[config.mk]
export PLATFORM = sky130hd
export DESIGN_NAME = adder
export DESIGN_NICKNAME = d
export VERILOG_FILES = /design/src/rtl/adder.sv
export SDC_FILE = /design/constraint.sdc
export NUM_CORES = 1
export LEC_CHECK = 0
export ABC_AREA = 1
export CAP_MARGIN = 25
export CORE_MARGIN = 1
export CORE_UTILIZATION = 39
export CTS_CLUSTER_DIAMETER = 50
export CTS_CLUSTER_SIZE = 30
export DETAILED_ROUTE_END_ITERATION = 8
export PLACE_DENSITY_LB_ADDON = 0.1
export SLEW_MARGIN = 10
export SYNTH_ARGS = -nofsm -noshare
export SYNTH_HDL_FRONTEND = slang
export SYNTH_SLANG_ARGS = --single-unit
[constraint.sdc]
create_clock -name clk -period 1.9 [get_ports clk]
set_input_delay 0.38 -clock clk [delete_from_list [all_inputs] [get_ports clk]]
set_output_delay 0.38 -clock clk [all_outputs]
set_load 0.02 [all_outputs]
[src/rtl/adder.sv]
// Registered WIDTH-bit adder: {carry_out, z} <= a + b + carry_in, one cycle latency.
// The sum comes from a carry-lookahead core of 4-bit groups rippled group to group.
module adder #(
    parameter int WIDTH = 8
) (
    input  logic             clk,
    input  logic             reset,
    input  logic [WIDTH-1:0] a,
    input  logic [WIDTH-1:0] b,
    input  logic             carry_in,
    output logic [WIDTH-1:0] z,
    output logic             carry_out
);

    localparam int NG   = (WIDTH + 3) / 4;
    localparam int PW   = NG * 4;
    // Position of the carry out of bit WIDTH-1 within the last group (1..4).
    localparam int LAST = WIDTH - 4 * (NG - 1);

    logic [PW-1:0]    a_pad;
    logic [PW-1:0]    b_pad;
    logic [PW-1:0]    sum_pad;
    logic [3:0]       g4;
    logic [3:0]       p4;
    logic [4:0]       gc;
    logic             grp_g;
    logic             grp_p;
    logic             cin_grp;
    logic [WIDTH-1:0] sum_next;
    logic             carry_next;

    always_comb begin
        // Zero padding makes the unused bits of a partial last group g=0, p=0.
        a_pad   = PW'(a);
        b_pad   = PW'(b);
        sum_pad = '0;
        g4      = '0;
        p4      = '0;
        gc      = '0;
        grp_g   = 1'b0;
        grp_p   = 1'b0;
        cin_grp = carry_in;
        for (int k = 0; k < NG; k++) begin
            g4 = a_pad[4*k +: 4] & b_pad[4*k +: 4];
            p4 = a_pad[4*k +: 4] ^ b_pad[4*k +: 4];
            gc[0] = cin_grp;
            gc[1] = g4[0] | (p4[0] & cin_grp);
            gc[2] = g4[1] | (p4[1] & g4[0]) | (p4[1] & p4[0] & cin_grp);
            gc[3] = g4[2] | (p4[2] & g4[1]) | (p4[2] & p4[1] & g4[0])
                  | (p4[2] & p4[1] & p4[0] & cin_grp);
            grp_g = g4[3] | (p4[3] & g4[2]) | (p4[3] & p4[2] & g4[1])
                  | (p4[3] & p4[2] & p4[1] & g4[0]);
            grp_p = &p4;
            gc[4] = grp_g | (grp_p & cin_grp);
            sum_pad[4*k +: 4] = p4 ^ gc[3:0];
            cin_grp = gc[4];
        end
        sum_next   = WIDTH'(sum_pad);
        carry_next = gc[LAST];
    end

    // No handshake: operands are sampled every edge, result valid one edge later.
    always_ff @(posedge clk) begin
        if (reset) begin
            z         <= '0;
            carry_out <= 1'b0;
        end else begin
            z         <= sum_next;
            carry_out <= carry_next;
        end
    end

endmodule

# Yosys cells after proc, flatten, opt, wreduce, memory -nomap -nowiden
# Index checks and enable logic that the tools add are counted.
dict set report word_totals {
  register_bits 9
  input_bits 19
  word_cells 60
  output_inout_bits 9
}
dict set report classes {
  reduce_logical 2
  bitwise 56
}
# cell count
set ops {}
lappend ops {{AND 1 bit} 30}
lappend ops {{bitwise OR 1 bit} 20}
lappend ops {{bitwise XOR 4 bit} 4}
lappend ops {{AND 4 bit} 2}
lappend ops {{AND reduction 4 bit} 2}

# Depth between registers and ports, before layout
dict set report logic_depth {
  ltp_word 9
  ltp_mapped 9
  depth_no_buf 9
}

# Worst setup path before layout
# No wires, ideal clock.
dict set report synth_path {
  path_type {input-to-reg}
  startpoint {input port a[2]}
  endpoint {register z[5]}
  required_time_ns 1.785
  cell_stages 8
  setup_slack_ns 0.259
  t_arrival_ns 1.527
  path_buffers 0
  setup_ns 0.115
  cell_sequence {ha_1 > nand2_1 > inv_2 > nand3_2 > nand2_2 > fa_1 > xnor2_1 > nor2_1}
}
dict set report synth_between {
  elab_chain_cells 9
  word_cells_on_any_way 16
  classes_between {15 x bitwise; 1 x reduce/logical}
}
# item line
set synth_lines {}
lappend synth_lines {{start: declaration} 8} ;# input logic [WIDTH-1:0] a,
lappend synth_lines {{AND 4 bit / bitwise XOR 4 bit (equally long branches)} {44, 45}}
lappend synth_lines {{AND 1 bit (on tied branches)} {51, 52}}
lappend synth_lines {{bitwise OR 1 bit, or another cell as far along} 51} ;# grp_g = g4[3] | (p4[3] & g4[2]) | (p4[3] & p4[2] & g4[1])
lappend synth_lines {{bitwise OR 1 bit / AND 1 bit (equally long branches)} {51, 52}}
lappend synth_lines {{bitwise OR 1 bit} 52} ;# | (p4[3] & p4[2] & p4[1] & g4[0]);
lappend synth_lines {{bitwise OR 1 bit *} 54} ;# gc[4] = grp_g | (grp_p & cin_grp);
lappend synth_lines {{AND 1 bit *} 47} ;# gc[1] = g4[0] | (p4[0] & cin_grp);
lappend synth_lines {{bitwise OR 1 bit *} 47}
lappend synth_lines {{bitwise XOR 4 bit *} 55} ;# sum_pad[4*k +: 4] = p4 ^ gc[3:0];
lappend synth_lines {{end signal: assignment} 68} ;# z <= sum_next;
lappend synth_lines {{end: declaration} 11} ;# output logic [WIDTH-1:0] z,
# Mark *: on every way between the ends. The rest lies on a longest branch, timed or not.
# A chain may end at the register's enable or synchronous reset.

# Worst setup path in the final report
dict set report layout_path {
  startpoint {input port a[3]}
  endpoint {register z[4]}
}
dict set report layout_between {
  elab_chain_cells 7
  word_cells_on_any_way 14
  classes_between {13 x bitwise; 1 x reduce/logical}
}
# item line
set layout_lines {}
lappend layout_lines {{bitwise XOR 4 bit} 45} ;# p4 = a_pad[4*k +: 4] ^ b_pad[4*k +: 4];
lappend layout_lines {{AND 1 bit (on tied branches)} {51, 52}}
lappend layout_lines {{bitwise OR 1 bit, or another cell as far along} 51}
lappend layout_lines {{bitwise OR 1 bit / AND 1 bit (equally long branches)} {51, 52}}
lappend layout_lines {{bitwise OR 1 bit} 52}
lappend layout_lines {{bitwise OR 1 bit *} 54}
lappend layout_lines {{bitwise XOR 4 bit *} 55}
lappend layout_lines {{via sum_next[4]} 29} ;# logic [WIDTH-1:0] sum_next;
# The timed path passes the listed nets; every way through them passes the cells marked *.

==> impl_metrics.env <==
export IMPL_grt_pass1_wl_um=2100
export IMPL_worstPathMaxFanout=3
export IMPL_drcViolationCount=0
export IMPL_internal_power_uw=415
export IMPL_post_route_period_util=0.960
export IMPL_pwr_share_comb=0.397
export IMPL_syn_avg_cell_area_um2=7.72
export IMPL_fin_ws_ns=0.0754
export IMPL_max_slew_margin=0.820
export IMPL_rows=13
export IMPL_setup_viol_count_final=0
export IMPL_fin_setup_tns_ns=0
export IMPL_postPlaceCellArea_um2=921
export IMPL_cts_resized_gates=0
export IMPL_dp_cells=124
export IMPL_netSwitchingPower_uw=187
export IMPL_clk_path_buf_depth=2
export IMPL_critPathArrivalTime_ns=2.02
export IMPL_synth_area_um2=602
export IMPL_synthMuxAreaShare=0
export IMPL_swShare=0.310
export IMPL_cp_start_kind="input port"
export IMPL_antenna_found_initial=0
export IMPL_p_leak_nw=0.456
export IMPL_synth_top_family_by_area="adder cells"
export IMPL_worst_setup_path_end_kind="register"
export IMPL_drt_iter0_drc=0
export IMPL_yosys_top_cells_area="dfxtp_1 30%, ha_1 17%, inv_1 9.4%"
export IMPL_fp_dieH_um=41.3
export IMPL_min_path_type="in -> reg"
export IMPL_worstPathRequired_ns=2.10
export IMPL_place_congestion=0.648
export IMPL_cellPowerDensity_nw_per_um2=634
export IMPL_timing_fmax_mhz=548
export IMPL_cp_endpoint="z[4]"
export IMPL_vias=600
export IMPL_crit_start="a[3]"
export IMPL_final_cells=128
export IMPL_wl_per_cell_um=9.77
export IMPL_grt_start_max_net_pins=6
export IMPL_cts_sinks=9
export IMPL_vias_per_cell=4.69
export IMPL_dieArea_um2=1700
export IMPL_track_usage=0.196
export IMPL_p_seq_frac=0.359
export IMPL_overflow=0
export IMPL_ys_types=20
export IMPL_start_util=0.440
export IMPL_clock_power_share=0.245
export IMPL_area_growth_pct=57.8
export IMPL_core_area_um2=1370
export IMPL_htreeDepth=1
export IMPL_synth_top_area_frac=0.299
export IMPL_synth_simple_area_share=0.212
export IMPL_io_buffers=27
export IMPL_grt_pass1_vias=571
export IMPL_crit_type="in -> reg"
export IMPL_finalInstanceArea_um2=950
export IMPL_syn_inst=78
export IMPL_synth_top_area_cell="dfxtp_1"
export IMPL_nNetsFinal=143
export IMPL_synthAdderAreaFrac=0.233
export IMPL_worstMarginPinSlew_ns=0.268
export IMPL_wl_um=1250
export IMPL_die_width_um=41.3
export IMPL_ant_nets=0
export IMPL_drv_cap=0
export IMPL_pre_cts_ws_ns=-0.243
export IMPL_synth_seq_cells=9
export IMPL_synth_warning_count=0
export IMPL_num_antenna_cells=0
export IMPL_slew_viol_final=0
export IMPL_rsz0062_at_grt="true"
export IMPL_synthXorXnorAreaFrac=0.0146
export IMPL_root_buffer="clkbuf_4"
export IMPL_synth_compound_area_share=0.135
export IMPL_ios=28
export IMPL_status="completed"
export IMPL_cts_setup_buffers=0
export IMPL_vdd_drop_max_mv=0.312
export IMPL_final_hold_viol_count=0
export IMPL_drive_above_1_share=0.142
export IMPL_period_needed_ns=1.82
export IMPL_drtPass1Iterations=1
export IMPL_hold_buffers=0
export IMPL_dp_hpwl_um=1070
export IMPL_clk_pin_slew_ns=0.06
export IMPL_cts_tree="built"
export IMPL_numCtsBuffers=3
export IMPL_yosysSeqAreaShare=0.299
export IMPL_syn_nets=107
-- kinds of logic (layout without fill, tap and decap cells) --
group,Yosys count,count (layout)
and+or+nand+nor,26,26
xor gates and xnor gates,1,1
buffers and inverters,17,52
DFF,9,9
adders and majority gates,10,10
AOI/OAI and AO/OA,15,15
-- layer usage --
metal	routed length (um)	GRT usage	vias up
li1	-	-	320
met3	56	0.0489	2
met2	642	0.359	16
met5	0	0	-
met1	538	0.193	262
met4	12	0.121	0
-- through the flow --
stage          total power, mW   util  hold WS, ns
2_1_floorplan            0.347      -        0.447
3_3_place_gp             0.455  0.674         1.01
3_5_place_dp             0.460  0.674         1.02
4_1_cts                  0.609  0.693        0.757
5_1_grt                  0.646  0.695        0.773
6_report                 0.602  0.695        0.765
-- how the worst min path moves through the flow --
stage,slack [ns],start,cells past startpoint,to
5_1_grt,0.77,reset,2,z[0]
4_1_cts,0.76,reset,2,z[0]
6_report,0.76,reset,2,z[0]
3_5_place_dp,1.02,reset,2,z[0]
2_1_floorplan,0.45,reset,1,z[0]
3_3_place_gp,1.01,reset,2,z[0]
-- registers in the layout (all words and copies together) (netlist names) --
signal / count
z: 8
carry_out: 1
-- synthesized netlist by cell type (all sizes together) --
library cell	number
xnor2	1
nand3	2
nand4	1
o211ai	1
fa	2
nand2	13
dfxtp	9
ha	8
inv	17
and2	1
nor3	1
nor2	7
a21oi	10
o21ai	4
nand3b	1
-- worst max-delay path, stage by stage --
cell	delay (ns)
clkdlybuf4s50_1	0.42
ha_1	0.33
a21oi_1	0.18
nand2_2	0.09
fa_2	0.51
inv_1	0.04
nor2_1	0.07
-- cell usage in the layout (no fill, tap or decap) --
cell type	Yosys	final
clkbuf_4	0	3
nand4_1	1	1
nand3b_1	1	1
clkbuf_1	0	1
o21ai_0	3	3
nor2_1	6	6
fa_2	0	1
buf_4	0	4
nand3_2	2	2
o21ai_1	1	1
ha_1	8	8
clkdlybuf4s50_1	0	27
and2_1	1	1
dfxtp_1	9	9
inv_2	2	2
xnor2_1	1	1
a21oi_1	9	9
nor2_2	1	1
inv_1	15	15
nor3_1	1	1
a21oi_2	1	1
fa_1	2	1
nand2_1	11	11
nand2_2	2	2
o211ai_1	1	1
-- power by group through the flow --
stage / Combinational (mW) / Clock (mW) / Sequential [mW]
2_1_floorplan: 0.0973 / 0 / 0.250
3_5_place_dp: 0.240 / 0 / 0.221
5_1_grt: 0.266 / 0.162 / 0.218
3_3_place_gp: 0.235 / 0 / 0.220
6_report: 0.239 / 0.147 / 0.216
4_1_cts: 0.241 / 0.151 / 0.216
-- cell type report --
class	instances	area, um^2
inverters	17	63.8
well taps	15	18.8
repair buffers	31	300
flip-flops and latches	9	180
clock buffers	4	26.3
multi-input cells	52	360
fillers	125	417
(Power assumes the default switching activity.)
